==> config.mk <==
export PLATFORM = sky130hd
export DESIGN_NAME = wb_arbiter
export DESIGN_NICKNAME = d
export VERILOG_FILES = /design/src/rtl/wb_arbiter.sv
export SDC_FILE = /design/constraint.sdc
export NUM_CORES = 1
export LEC_CHECK = 0
export ABC_AREA = 0
export CAP_MARGIN = 20
export CORE_AREA = 2 2 122 124
export CTS_CLUSTER_DIAMETER = 100
export CTS_CLUSTER_SIZE = 30
export DETAILED_ROUTE_END_ITERATION = 7
export DIE_AREA = 0 0 124 126
export SYNTH_ARGS = -nofsm -noshare
export SYNTH_HDL_FRONTEND = slang
export SYNTH_SLANG_ARGS = --single-unit
==> constraint.sdc <==
create_clock -name i_clk -period 6.8 [get_ports i_clk]
set_input_delay 1.36 -clock i_clk [delete_from_list [all_inputs] [get_ports i_clk]]
set_output_delay 1.36 -clock i_clk [all_outputs]
set_load 0.005 [all_outputs]
==> src/rtl/wb_arbiter.sv <==
// wb_arbiter: two-master Wishbone pipelined arbiter.
//   Master 0 (instruction fetch) and master 1 (load/store) share one bus.
//   Ownership is held for a whole burst. Up to MAX_OUTSTANDING accepted
//   requests may await acknowledgement. A watchdog raises a one-cycle err
//   to the owner if no ack arrives for TIMEOUT_CYCLES cycles.
// Ports:
//   i_clk, i_reset            clock, synchronous active-high reset
//   i_mN_wb_*                 master N request (stb, data, addr, we, sel)
//   o_mN_wb_*                 master N response (data, ack, stall, err)
//   o_wb_*                    request forwarded to the bus
//   i_wb_data/ack/stall       bus response
module wb_arbiter #(
  parameter int unsigned MAX_OUTSTANDING = 4,
  parameter int unsigned TIMEOUT_CYCLES  = 255
) (
  input  logic        i_clk,
  input  logic        i_reset,
  // master 0
  input  logic        i_m0_wb_stb,
  input  logic [31:0] i_m0_wb_data,
  input  logic [31:0] i_m0_wb_addr,
  input  logic        i_m0_wb_we,
  input  logic [2:0]  i_m0_wb_sel,
  output logic [31:0] o_m0_wb_data,
  output logic        o_m0_wb_ack,
  output logic        o_m0_wb_stall,
  output logic        o_m0_wb_err,
  // master 1
  input  logic        i_m1_wb_stb,
  input  logic [31:0] i_m1_wb_data,
  input  logic [31:0] i_m1_wb_addr,
  input  logic        i_m1_wb_we,
  input  logic [2:0]  i_m1_wb_sel,
  output logic [31:0] o_m1_wb_data,
  output logic        o_m1_wb_ack,
  output logic        o_m1_wb_stall,
  output logic        o_m1_wb_err,
  // bus side
  output logic        o_wb_stb,
  output logic [31:0] o_wb_data,
  output logic [31:0] o_wb_addr,
  output logic        o_wb_we,
  output logic [2:0]  o_wb_sel,
  input  logic [31:0] i_wb_data,
  input  logic        i_wb_ack,
  input  logic        i_wb_stall
);

  localparam logic [2:0] MAX_OUT = 3'(MAX_OUTSTANDING);
  localparam logic [7:0] TO_LIM  = 8'(TIMEOUT_CYCLES);

  typedef enum logic [1:0] {
    S_IDLE = 2'd0,
    S_OWN0 = 2'd1,
    S_OWN1 = 2'd2
  } state_t;

  state_t     state_q, state_d;
  logic [2:0] outstanding_q, outstanding_d;
  logic [7:0] timeout_q, timeout_d;
  logic       last_grant_q, last_grant_d;

  logic       owner_id;
  logic       owner_stb;
  logic       owner_stall;
  logic       accept;
  logic       ack_ok;
  logic       expire;

  always_ff @(posedge i_clk) begin
    if (i_reset) begin
      state_q       <= S_IDLE;
      outstanding_q <= '0;
      timeout_q     <= '0;
      last_grant_q  <= 1'b1;
    end else begin
      state_q       <= state_d;
      outstanding_q <= outstanding_d;
      timeout_q     <= timeout_d;
      last_grant_q  <= last_grant_d;
    end
  end

  always_comb begin
    state_d       = state_q;
    outstanding_d = outstanding_q;
    timeout_d     = timeout_q;
    last_grant_d  = last_grant_q;

    o_wb_stb      = 1'b0;
    o_wb_data     = '0;
    o_wb_addr     = '0;
    o_wb_we       = 1'b0;
    o_wb_sel      = '0;

    o_m0_wb_data  = '1;
    o_m1_wb_data  = '1;
    o_m0_wb_ack   = 1'b0;
    o_m1_wb_ack   = 1'b0;
    o_m0_wb_err   = 1'b0;
    o_m1_wb_err   = 1'b0;
    o_m0_wb_stall = 1'b1;
    o_m1_wb_stall = 1'b1;

    owner_id      = 1'b0;
    owner_stb     = 1'b0;
    owner_stall   = 1'b1;
    accept        = 1'b0;
    ack_ok        = 1'b0;
    expire        = 1'b0;

    case (state_q)
      S_IDLE: begin
        // Nothing can be outstanding here; late bus acks are simply dropped.
        outstanding_d = '0;
        timeout_d     = '0;
        if (i_m0_wb_stb && i_m1_wb_stb) begin
          state_d = last_grant_q ? S_OWN0 : S_OWN1;
        end else if (i_m0_wb_stb) begin
          state_d = S_OWN0;
        end else if (i_m1_wb_stb) begin
          state_d = S_OWN1;
        end
      end

      S_OWN0, S_OWN1: begin
        if (state_q == S_OWN0) begin
          owner_id  = 1'b0;
          owner_stb = i_m0_wb_stb;
          o_wb_data = i_m0_wb_data;
          o_wb_addr = i_m0_wb_addr;
          o_wb_we   = i_m0_wb_we;
          o_wb_sel  = i_m0_wb_sel;
        end else begin
          owner_id  = 1'b1;
          owner_stb = i_m1_wb_stb;
          o_wb_data = i_m1_wb_data;
          o_wb_addr = i_m1_wb_addr;
          o_wb_we   = i_m1_wb_we;
          o_wb_sel  = i_m1_wb_sel;
        end

        o_wb_stb    = owner_stb && (outstanding_q < MAX_OUT);
        accept      = o_wb_stb && !i_wb_stall;
        ack_ok      = i_wb_ack && (outstanding_q != 3'd0);
        // An ack in the expiry cycle clears the watchdog instead of erroring.
        expire      = !ack_ok && (timeout_q == TO_LIM);
        owner_stall = i_wb_stall || (outstanding_q == MAX_OUT);

        outstanding_d = outstanding_q + {2'b00, accept} - {2'b00, ack_ok};
        if (accept || ack_ok || (outstanding_q == 3'd0)) begin
          timeout_d = '0;
        end else begin
          timeout_d = timeout_q + 8'd1;
        end

        if (owner_id == 1'b0) begin
          o_m0_wb_data  = i_wb_data;
          o_m0_wb_ack   = ack_ok;
          o_m0_wb_stall = owner_stall;
          o_m0_wb_err   = expire;
        end else begin
          o_m1_wb_data  = i_wb_data;
          o_m1_wb_ack   = ack_ok;
          o_m1_wb_stall = owner_stall;
          o_m1_wb_err   = expire;
        end

        if (expire) begin
          outstanding_d = '0;
          timeout_d     = '0;
          state_d       = S_IDLE;
          last_grant_d  = owner_id;
        end else if (!owner_stb && (outstanding_d == 3'd0)) begin
          state_d      = S_IDLE;
          last_grant_d = owner_id;
        end
      end

      default: begin
        state_d = S_IDLE;
      end
    endcase
  end

endmodule

### Word-level counts from Yosys, hierarchy flattened

Cells that the tools add are included.

| word-level totals | value |
|---|---|
| output and inout port bits | 139 |
| flip-flop bits (word level) | 14 |
| input port bits | 174 |

| cells by class | value |
|---|---|
| equal/unequal tests | 6 |
| muxes and demuxes | 43 |
| add/sub/neg operators | 3 |
| reduce and logical (&&, ||, !) cells | 21 |
| magnitude comparators | 1 |

Operators with widths:

| kind | count |
|---|---|
| $mux 32 | 8 |
| $mux 1 | 21 |
| $mux 8 | 2 |
| $pmux 8 s2 | 1 |
| $mux 2 | 6 |
| $mux 3 | 3 |
| $add 8x1->8 const B | 1 |
| $eq 8x8->1 const B | 1 |
| $logic_and 1x1->1 | 6 |
| $logic_not 3->1 | 2 |
| $pmux 3 s2 | 1 |
| $ne 4x4->1 const B | 1 |
| $pmux 2 s2 | 1 |
| $reduce_and 2->1 | 2 |
| $reduce_bool 2->1 | 2 |
| $add 3x1->3 | 1 |
| $eq 3x3->1 const B | 1 |
| $logic_not 1->1 | 3 |
| $logic_or 1x1->1 | 3 |
| $lt 3x3->1 const B | 1 |
| $ne 3x3->1 const B | 1 |
| $reduce_bool 3->1 | 1 |
| $sub 3x1->3 | 1 |
| $eq 2x1->1 const B | 1 |
| other kinds (3) | 3 |

### Depth between registers and ports, before layout

| logic depth | value |
|---|---|
| depth after elaboration | 12 |
| depth in mapped cells | 14 |
| depth with buffers taken out | 13 |

### Least setup slack after synthesis

OpenSTA, ideal clock, no wires.

| path | value |
|---|---|
| path kind | input -> register |
| start point | input i_m0_wb_stb |
| end point | register state_q[1] |
| arrival time | 3.406 ns |
| required time | 6.737 ns |
| setup time | 0.063 ns |
| slack | 3.331 ns |
| stages on the path | 11 |
| path through | mux2i_1 > nor3_1 > xnor2_1 > ha_1 > inv_1 > fa_1 > xnor3_1 > and4b_1 > o32ai_2 > mux2_4 > nor2_2 |

| on the way | value |
|---|---|
| word-level cells in the longest chain between the ends | 10 |
| elaborated cells between the ends (all ways) | 16 |
| those cells by class | add/sub: 2; eq/ne: 2; mux: 5; reduce/logical: 7 |

RTL lines:

| element | RTL line | source |
|---|---|---|
| from (decl) | 19 | `input logic i_m0_wb_stb,` |
| $mux 1 | 127 | `if (state_q == S_OWN0) begin` |
| $mux 1 | 112 | `case (state_q)` |
| $logic_and 1x1->1 | 143 | `o_wb_stb = owner_stb && (outstanding_q < MAX_OUT);` |
| $logic_and 1x1->1 | 144 | `accept = o_wb_stb && !i_wb_stall;` |
| $add 3x1->3 | 150 | `outstanding_d = outstanding_q + {2'b00, accept} - {2'b00, ack_ok};` |
| $sub 3x1->3 | 150 |  |
| $logic_not 3->1 | 174 | `end else if (!owner_stb && (outstanding_d == 3'd0)) begin` |
| $logic_and 1x1->1 | 174 |  |
| $ne 3x3->1 (no line) | - |  |
| $reduce_and 2->1 (no line) | - |  |
| to (signal assigned) | 77 | `state_q <= state_d;` |
| to (decl) | 58 | `state_t state_q, state_d;` |

Parallel ways exist; a longest one is shown, timed or not. The select of a mux whose other input is x is not followed.
A chain may end at the register's enable or synchronous reset.

### Worst setup path after layout

| path | value |
|---|---|
| start point | input i_wb_ack |
| end point | output o_m1_wb_err |

| on the way | value |
|---|---|
| word-level cells in the longest chain between the ends | 5 |

RTL lines:

| element | RTL line | source |
|---|---|---|
| from (decl) | 45 | `input logic i_wb_ack,` |
| $logic_and 1x1->1 | 145 | `ack_ok = i_wb_ack && (outstanding_q != 3'd0);` |
| $logic_not 1->1 | 147 | `expire = !ack_ok && (timeout_q == TO_LIM);` |
| $logic_and 1x1->1 | 147 |  |
| $mux 1 | 157 | `if (owner_id == 1'b0) begin` |
| $mux 1 | 112 |  |
| to (decl) | 37 | `output logic o_m1_wb_err,` |

Every way passes these cells.

==> metrics.log <==
[metrics] final max-slew violation count: 0
[metrics] number of standard cells after synthesis: between 300 and 400
[metrics] RSZ-0062 raised after global routing: no
[metrics] number of warnings reported in the yosys synthesis log: 0
[metrics] GRT Residual Overflow: 0
[metrics] final hold vios: 0
[metrics] worst min-delay path category: flip-flop to flip-flop
[metrics] asr flop ratio synth: 0%
[metrics] IO Pins: roughly 310
[metrics] maximum achievable frequency: 232 MHz
[metrics] die extent in y: roughly 130 um
[metrics] count of unresolved DRC violations after routing: 0
[metrics] final clock skew: roughly 2.8 ps
[metrics] via-per-instance ratio: between 4 and 5
[metrics] most instantiated flip-flop cell in the synthesis netlist: sky130_fd_sc_hd__dfxtp_1
[metrics] sequential-to-total area share from yosys stat: a little over a tenth
[metrics] Std-Cell Rows: 44
[metrics] Overall Global Routing Usage: about 15%
[metrics] data required time of the worst path: approximately 5400 ps
[metrics] CTS tree: yes
[metrics] Detailed Routing Iterations Pass 1: 4
[metrics] number of antenna violations at the first check in global routing: 0
[metrics] number of flops mapped to enable cells by yosys: 0
[metrics] number of different library cells in the post-synthesis netlist: between 40 and 50
[metrics] worst reg2reg startpoint: state_q[0]
[metrics] count of antenna-violating nets left after detailed routing: 0
[metrics] total number of nets in the final design: around 800
[metrics] Post-Place Cells: 806
[metrics] detailed-placement wirelength estimate: around 11 mm
[metrics] Cells on Worst Hold Path: 1
[metrics] largest net degree at the start of global routing: 76
[metrics] power per cell area: roughly 170 mW/mm2
[metrics] routed wire length on met3: approximately 940 um
[metrics] arrival time worst endpoint: about 3000 ps
[metrics] deepest clock path buffer count: 2
[metrics] worst rel slew slack: 41.4%
[metrics] time the worst path needs with I/O delays and setup: 4310 ps
[metrics] Starting Density: 17.9%
[metrics] number of clock buffers inserted by TritonCTS: 3
[metrics] final number of setup-violating endpoints: 0
[metrics] total power draw: between 1 and 1.5 mW
[metrics] fill cell instance count of the final layout: 1,416
[metrics] overall die area: ~0.016 mm2
[metrics] routed wire length: roughly 13 mm
[metrics] reg2reg setup slack: approximately 2700 ps
[metrics] number of hold buffers added after cts: 0
[metrics] Max-Cap Viols: 0
[metrics] final weighted congestion in routability-driven placement: 0.876
[metrics] worst-path fanout max: 4
[metrics] CP Launch Type: input port
[metrics] number of standard cells in the layout, taps in and fillers out: 810
[metrics] CP Class: input port to primary output
[metrics] sum of routed wire segments on met1: between 5 and 6 mm
[metrics] max layer used: met4
[metrics] largest cells by area after synthesis: sky130_fd_sc_hd__mux2i_1, sky130_fd_sc_hd__nor2b_1, sky130_fd_sc_hd__nand2b_1
[metrics] post-synthesis register bit count: 14
[metrics] Mean Syn Cell Area: between 7 and 8 um2
[metrics] number of buffers inserted to repair setup after CTS: 0
[metrics] top library cells by usage in the layout, fill and taps aside: sky130_fd_sc_hd__clkdlybuf4s50_1, sky130_fd_sc_hd__nor2b_1, sky130_fd_sc_hd__mux2i_1
[metrics] placed standard-cell area: 0.00584 mm2
[metrics] clock-pin slew reported for the worst setup and hold paths after clock tree synthesis: around 40 ps
[metrics] Peak supply drop: just over 0.1 mV
[metrics] Resized cells post-CTS: 0
[metrics] post-route standard cell area excluding fillers: a little under 0.006 mm2
[metrics] register area: 280 um2
[metrics] area share of the largest cell type after synthesis: approximately 27%
[metrics] fraction of final layout cells with drive strength greater than 1: roughly 2.4%
[metrics] Hold Path Origin: timeout_q[5]
[metrics] Worst setup EP type: primary output
[metrics] routed length per placed instance: roughly 16 um
[metrics] clock insertion delay at the later pin of the skew report: 240 ps
[metrics] leading cell type in the layout, fill and taps excluded: sky130_fd_sc_hd__clkdlybuf4s50_1
[metrics] worst hold path endpoint: timeout_q[5]
[metrics] number of DRC violations after detailed-routing iteration 0: 79
[metrics] area of the multi-input gates: around 0.0022 mm2
[metrics] status: complete, no violations
[metrics] H-tree depth: 1
[metrics] share of the cycle needed by the critical path after routing: 63.4%
[metrics] worst-margin pin slew: between 800 and 900 ps
[metrics] number of global-route vias before repair: around 3,200
[metrics] synthesis-to-finish area growth: 133%
[metrics] area of the core: between 0.01 and 0.015 mm2
[metrics] area of the mapped netlist: approximately 0.0026 mm2
[metrics] endpoint of the lowest-slack register-to-register path: state_q[1]
[metrics] Port Buf Inserts: approximately 310
[metrics] horizontal extent of the die: approximately 120 um
[metrics] final sum of negative setup slack: 0 ps
[metrics] CTS root buf: sky130_fd_sc_hd__clkbuf_16
[metrics] Synthesized Nets: around 500
[metrics] leakage power summed over all cells: ~2.0 nW
[metrics] cell type contributing the most total cell area after synthesis: sky130_fd_sc_hd__mux2i_1
[metrics] clk sink count: 14
[metrics] antenna fix cells: 0
[metrics] first-pass GRT wire length: between 15 and 20 mm
[metrics] total number of vias: ~3,400
[metrics] met2 WL post-DR: ~6.8 mm
[metrics] length in cells of the worst reg-to-reg path: 13
-- how the worst max path moves through the flow --
| stage | slack (ps) | endpoint | startpoint | cells after the start |
|---|---|---|---|---|
| after detailed placement | 2500 | o_m1_wb_err | i_wb_ack | 5 |
| after CTS | 2260 | o_m1_wb_data[2] | state_q[0] | 6 |
| final | 2490 | o_m1_wb_err | i_wb_ack | 5 |
| after global routing | 2380 | o_m1_wb_err | i_wb_ack | 5 |
| after floorplan | 3330 | state_q[1] | i_m0_wb_stb | 11 |
| after global placement | 2510 | o_m1_wb_err | i_wb_ack | 5 |
-- sequential cells by signal (all words and copies together) (netlist names) --
signal	count
timeout_q	8
outstanding_q	3
state_q	2
last_grant_q	1
-- cells in the mapped netlist, types with 5 or more instances --
| master | instances |
|---|---|
| sky130_fd_sc_hd__nor2_1 | 12 |
| sky130_fd_sc_hd__nor2b_1 | 72 |
| sky130_fd_sc_hd__clkbuf_1 | 17 |
| sky130_fd_sc_hd__buf_2 | 5 |
| sky130_fd_sc_hd__a21oi_1 | 8 |
| sky130_fd_sc_hd__inv_1 | 7 |
| sky130_fd_sc_hd__mux2i_1 | 70 |
| sky130_fd_sc_hd__nand2b_1 | 65 |
| sky130_fd_sc_hd__nand2_1 | 8 |
| sky130_fd_sc_hd__dfxtp_1 | 14 |
| sky130_fd_sc_hd__ha_1 | 5 |
-- report_power, final --
group          internal, mW  switching (mW)
clock                0.0769          0.0330
sequential           0.0859         0.00407
combinational         0.516           0.322
-- cell type report --
type                    instances  area share [%]
flip-flops and latches         14            4.71
repair buffers                315            53.4
well taps                     184            3.87
multi-input cells             287            36.3
inverters                       7           0.442
clock buffers                   3            1.26
-- cell families (layout without fill, tap and decap cells) --
family / after synthesis / count (layout) / synth area share, %
AND/OR/NAND/NOR: 180 / 180 / 42.6
multiplexers: 71 / 71 / 28.0
buffers and inverters: 33 / 325 / 5.38
AO/OA/AOI/OAI: 25 / 25 / 7.58
flip-flops: 14 / 14 / 11.0
adder cells (fa/ha/maj): 6 / 6 / 3.23
XOR/XNOR: 5 / 5 / 2.25
-- stage by stage --
step	hold slack, ps	util [%]	worst slack [ps]
floorplan	460	-	3330
global placement	485	40.8	2510
detailed placement	485	40.8	2500
CTS	504	41.4	2260
global route	538	41.5	2380
finish	502	41.5	2490
-- worst max-delay path, stage by stage --
cell                              delay (ps)
sky130_fd_sc_hd__clkdlybuf4s50_1         440
sky130_fd_sc_hd__o31a_1                  190
sky130_fd_sc_hd__nor3_1                  280
sky130_fd_sc_hd__and2_1                  180
sky130_fd_sc_hd__clkdlybuf4s50_1         500
-- metal layers --
metal | GRT usage [%] | vias to the layer above
met1 | 19.0 | 1541
met5 | 0 | -
met2 | 27.7 | 119
met4 | 3.50 | 0
li1 | - | 1700
met3 | 2.49 | 14
No activity file was read; power rests on OpenSTA's default activity.
==> edit 1 (config.mk and constraints unchanged) <==
Re-encode `state_t` (3 states) as one-hot, 3 bits wide.
--- a/src/rtl/wb_arbiter.sv
+++ b/src/rtl/wb_arbiter.sv
@@ -49,10 +49,10 @@
   localparam logic [2:0] MAX_OUT = 3'(MAX_OUTSTANDING);
   localparam logic [7:0] TO_LIM  = 8'(TIMEOUT_CYCLES);
 
-  typedef enum logic [1:0] {
-    S_IDLE = 2'd0,
-    S_OWN0 = 2'd1,
-    S_OWN1 = 2'd2
+  typedef enum logic [2:0] {
+    S_IDLE = 3'b001,
+    S_OWN0 = 3'b010,
+    S_OWN1 = 3'b100
   } state_t;
 
   state_t     state_q, state_d;
Check against the original RTL: no difference found for any inputs over 4 cycles, from zero or initial values and one cycle with i_reset high; so few cycles prove little.
==> edit 1 against the original RTL <==
Wire length down 0.92%. Cell area down 8.8%. Highest routed layer is now met5. Global-route usage down 0.39 points. Largest cell class unchanged. Via count down 3.3%. Register-to-register slack better by 0.91 ns. Setup slack worse by 0.32 ns. Sequential cell count up 1. Utilization down 3.6 points. Critical endpoint is now o_m0_wb_err. Non-clock buffer count up 1. Count of clock-buffer cells in the layout up 1. Area after synthesis down 18%.
Power is not compared: it rests on default switching activity, and its combinational part moved more than twofold at a synthesized area within 25%.
==> edit 1: results (changes against the original RTL) <==
[global_routing]
use_met2=0.290  ; +0.0126
grtUsageTotal=0.150  ; -0.00393
use_met1=0.162  ; -0.0279
grt_pass1_vias=3194  ; +0.35%
grt_pass1_wl_um=17700  ; -5.8%
grt_max_degree=83  ; +9.2%
grt_util_met3=0.0435  ; +0.0186
antenna_found_initial=1  ; +1

[routing]
dr_wl_met3_um=1420  ; +51%
wl_met1_um=4900  ; -8.7%
highest-signal-layer=met5
drt_wl_total_um=13200  ; -0.92%
drt_pre_antenna_iters=6  ; +2
wl_met2_um=6750  ; about the same
viasPerCell=4.36  ; +4.7%

[timing]
setup_ws_ns=2.16  ; -0.324 ns
maxSlewHeadroom=0.420  ; +0.00585
final.setup_skew_ns=0.00322  ; +0.000403 ns

[logic_synthesis]
synth.area.top_cells=a22o_1 29%, nand2b_1 19%, dfxtp_1 14%, clkbuf_1 4.1%, ha_1 2.4%
synth_commonest_cells=68 x a22o_1, 64 x nand2b_1, 23 x clkbuf_1, 15 x dfxtp_1
yosysSeqAreaShare=0.144  ; +0.0345
synth.distinct_cells=46  ; +7.0%
syn_nets=452  ; -12%

[cells_and_area]
clock_area_frac=0.0145  ; +0.00191
num-nets-final=744  ; -7.9%
final-nonclk-buf-share=0.581  ; +0.0468
fill_cells=1424  ; +0.56%
buffers=316  ; +0.32%
multi_input_area_share=0.302  ; -0.0611
sh_seq_area=0.0554  ; +0.00822
multi_input_gates=222  ; -23%
reg.largest.list=timeout_q: 8 flops, outstanding_q: 3 flops, state_q: 3 flops
drive_gt1_frac=0.0301  ; +0.00618
nFlopsAndLatches=15  ; +1
nClkBuffers=4  ; +1

[critical_path]
crit_end=o_m0_wb_err
slowest_stage=or4_4
worstReg2RegEnd=last_grant_q$_SDFFE_PP1P_
cp.arrival_ns=3.28  ; +0.33 ns
cp_max_fo=18  ; +14
reg2reg_depth=11  ; -2
slowest_delay_ns=0.67  ; +0.17 ns

[clock_tree]
ctsHtreeMaxLevel=1  ; unchanged
clk_pin_slew_ns=0.05

[status]
status=finished clean

[placed_design]
hpwl_um=11100  ; +3.1%
gp_congestion=0.868  ; -0.90%
pre_cts_ws_ns=2.16  ; -0.338 ns

[worst_hold_path]
min_to=timeout_q[7]$_SDFFE_PP0P_
holdCritStartpoint=timeout_q[7]$_SDFFE_PP0P_

## edit 1: power by group
part | switching (mW) | internal (mW) | leakage, nW | total [mW]
clock | 0.0340 | 0.0793 | 0.0382 | 0.113
combinational | 0.0558 | 0.138 | 1.71 | 0.194
sequential | 0.00419 | 0.0898 | 0.121 | 0.0940
total | 0.0940 | 0.307 | 1.87 | 0.401
## edit 1: cell families (layout without fill, tap and decap cells)
kind of cell / Yosys count / after routing / synth area share
compound gates: 95 / 95 / 0.388
xor+xnor: 6 / 6 / 0.0318
fa+ha+maj: 5 / 5 / 0.0336
buf+inv: 36 / 327 / 0.0756
flops: 15 / 15 / 0.144
simple gates: 116 / 116 / 0.327
## edit 1: metrics by stage
| stage | hold slack, ns | cell area (sq um) | instances |
|---|---|---|---|
| finish | 0.507 | 5430 | 748 |
| global placement | 0.485 | 5350 | 744 |
| floorplan | 0.464 | 2080 | 273 |
| detailed placement | 0.493 | 5350 | 744 |
| global route | 0.535 | 5430 | 748 |
| CTS | 0.500 | 5430 | 748 |
==> edit 2 (same settings) <==
Without the edit above. The parameter `TIMEOUT_CYCLES` goes from 255 to 127.
--- a/src/rtl/wb_arbiter.sv
+++ b/src/rtl/wb_arbiter.sv
@@ -11,7 +11,7 @@
 //   i_wb_data/ack/stall       bus response
 module wb_arbiter #(
   parameter int unsigned MAX_OUTSTANDING = 4,
-  parameter int unsigned TIMEOUT_CYCLES  = 255
+  parameter int unsigned TIMEOUT_CYCLES  = 127
 ) (
   input  logic        i_clk,
   input  logic        i_reset,
Formal check against the unedited RTL: same outputs for any inputs over 4 cycles, from zero or initial values and one cycle with i_reset high; that may be too few to reach the edited logic, so the function may still have changed.
==> edit 2 against the original RTL <==
Cell area down 3.2%. Sequential cell count did not move. Combinational power is 8.2% higher. Cell count up 0.74%. Wire length rose by 0.90%. Area after synthesis shrank 6.6%. Sequential power rose by 2%. Total power is 6.8% higher. Setup slack better by 0.046 ns. Largest power group unchanged. Highest routed layer unchanged.
==> edit 2: results (changes against the original RTL) <==
[status]
status=finished clean

[critical_path]
cp.arrival_ns=2.91  ; -0.04 ns
reg2reg_depth=12  ; -1

[cells_and_area]
num-nets-final=814  ; +0.74%
drive_gt1_frac=0.0617  ; +0.0377
fill_cells=1471  ; +3.9%

[logic_synthesis]
syn_area_per_cell_sq_um=7.03  ; -8.2%
synth.distinct_cells=41  ; -4.7%
synth_xor_area_frac=0.0136  ; -0.00889
synth_compound_area_frac=0.0749  ; -0.000963
synth_commonest_cells=83 x nor2_1, 72 x mux2i_1, 36 x nand2b_1, 26 x or2_2, 18 x clkbuf_1
yosysSeqAreaShare=0.117  ; +0.00769
syn_nets=520  ; +1.2%
synth.area.top_cells=mux2i_1 30%, nor2_1 13%, dfxtp_1 12%, nand2b_1 9.4%, or2_2 6.8%

[placed_design]
gp_congestion=0.863  ; -1.5%
hpwl_um=11100  ; +2.8%

[worst_hold_path]
worstHoldPathCells=2  ; +1
min_to=timeout_q[7]$_SDFFE_PP0P_
holdCritStartpoint=timeout_q[7]$_SDFFE_PP0P_

[routing]
vias=3482  ; +3.2%
dr.first_iter.drc_count=125  ; +58%
post_drt_wl_per_cell_um=16.4  ; +0.15%

[global_routing]
grtUsageTotal=0.157  ; +0.00299
grt_max_degree=74  ; -2.6%

[power_and_ir_drop]
p_leak_nw=2.01  ; -1.3%
internal-power_mw=0.696  ; +2.5%

[timing]
final.setup_skew_ns=0.00333  ; +0.000515 ns

[edit 2: changes by cell type in the layout (fill, tap and decap cells not counted), moves of 3 or more]
cell,before,now
a22o_1,3,0
or2_1,0,6
nand2b_1,65,36
nand2_1,8,13
o211ai_1,0,3
nor2_1,12,83
or2_2,0,26
nand3_1,4,7
o21ai_1,3,0
nor2b_1,71,2
[edit 2: how the worst max path moves through the flow]
stage,start,end,depth (start not counted)
after CTS,state_q[0]$_SDFFE_PP0P_,o_wb_sel[1],5
after global placement,state_q[1]$_SDFFE_PP0P_,o_wb_sel[1],6
after detailed placement,i_m1_wb_stb,state_q[1]$_SDFFE_PP0P_,11
final,i_wb_ack,o_m1_wb_err,5
after global routing,state_q[0]$_SDFFE_PP0P_,o_wb_sel[2],6
after floorplan,i_m0_wb_stb,state_q[0]$_SDFFE_PP0P_,10
[edit 2: area by class of cell]
type	count	area, sq um	share of cell area
inverters	7	26.3	0.00456
flip-flops and latches	14	280	0.0487
repair buffers	316	3170	0.551
multi-input cells	292	1970	0.343
well taps	184	230	0.0400
clock buffers	3	75.1	0.0130
[edit 2: power groups by stage]
stage | registers (mW) | logic, mW | clock network, mW
after floorplan | 0.0909 | 0.368 | 0
after global placement | 0.0924 | 0.914 | 0
after detailed placement | 0.0929 | 0.915 | 0
after CTS | 0.0913 | 0.921 | 0.113
after global routing | 0.0919 | 0.982 | 0.118
final | 0.0914 | 0.907 | 0.110
[edit 2: metrics by stage]
step | setup slack [ns] | power (mW)
finish | 2.53 | 1.11
global route | 2.41 | 1.19
CTS | 2.24 | 1.13
detailed placement | 2.46 | 1.01
global placement | 2.56 | 1.01
floorplan | 3.26 | 0.459
[edit 2: logic make-up (layout without fill, tap and decap cells)]
group	after synthesis	in the layout
flops	14	14
simple gates	187	187
fa+ha+maj	6	6
mux	73	73
xor+xnor	2	2
compound gates	24	24
buf+inv	34	326
[edit 2: worst max-delay path, delay by kind of cell]
kind,cells,cell delay [ns]
buffers and inverters,2,0.98
and+or+nand+nor,2,0.42
AOI/OAI and AO/OA,1,0.15
[edit 2: metal layers]
| layer | routed length, um | vias up | GRT usage |
|---|---|---|---|
| met2 | 6720 | 163 | 0.283 |
| met4 | 134 | 0 | 0.0251 |
| met3 | 1260 | 14 | 0.0466 |
| li1 | - | 1729 | - |
| met1 | 5280 | 1576 | 0.185 |
| met5 | 0 | - | 0 |
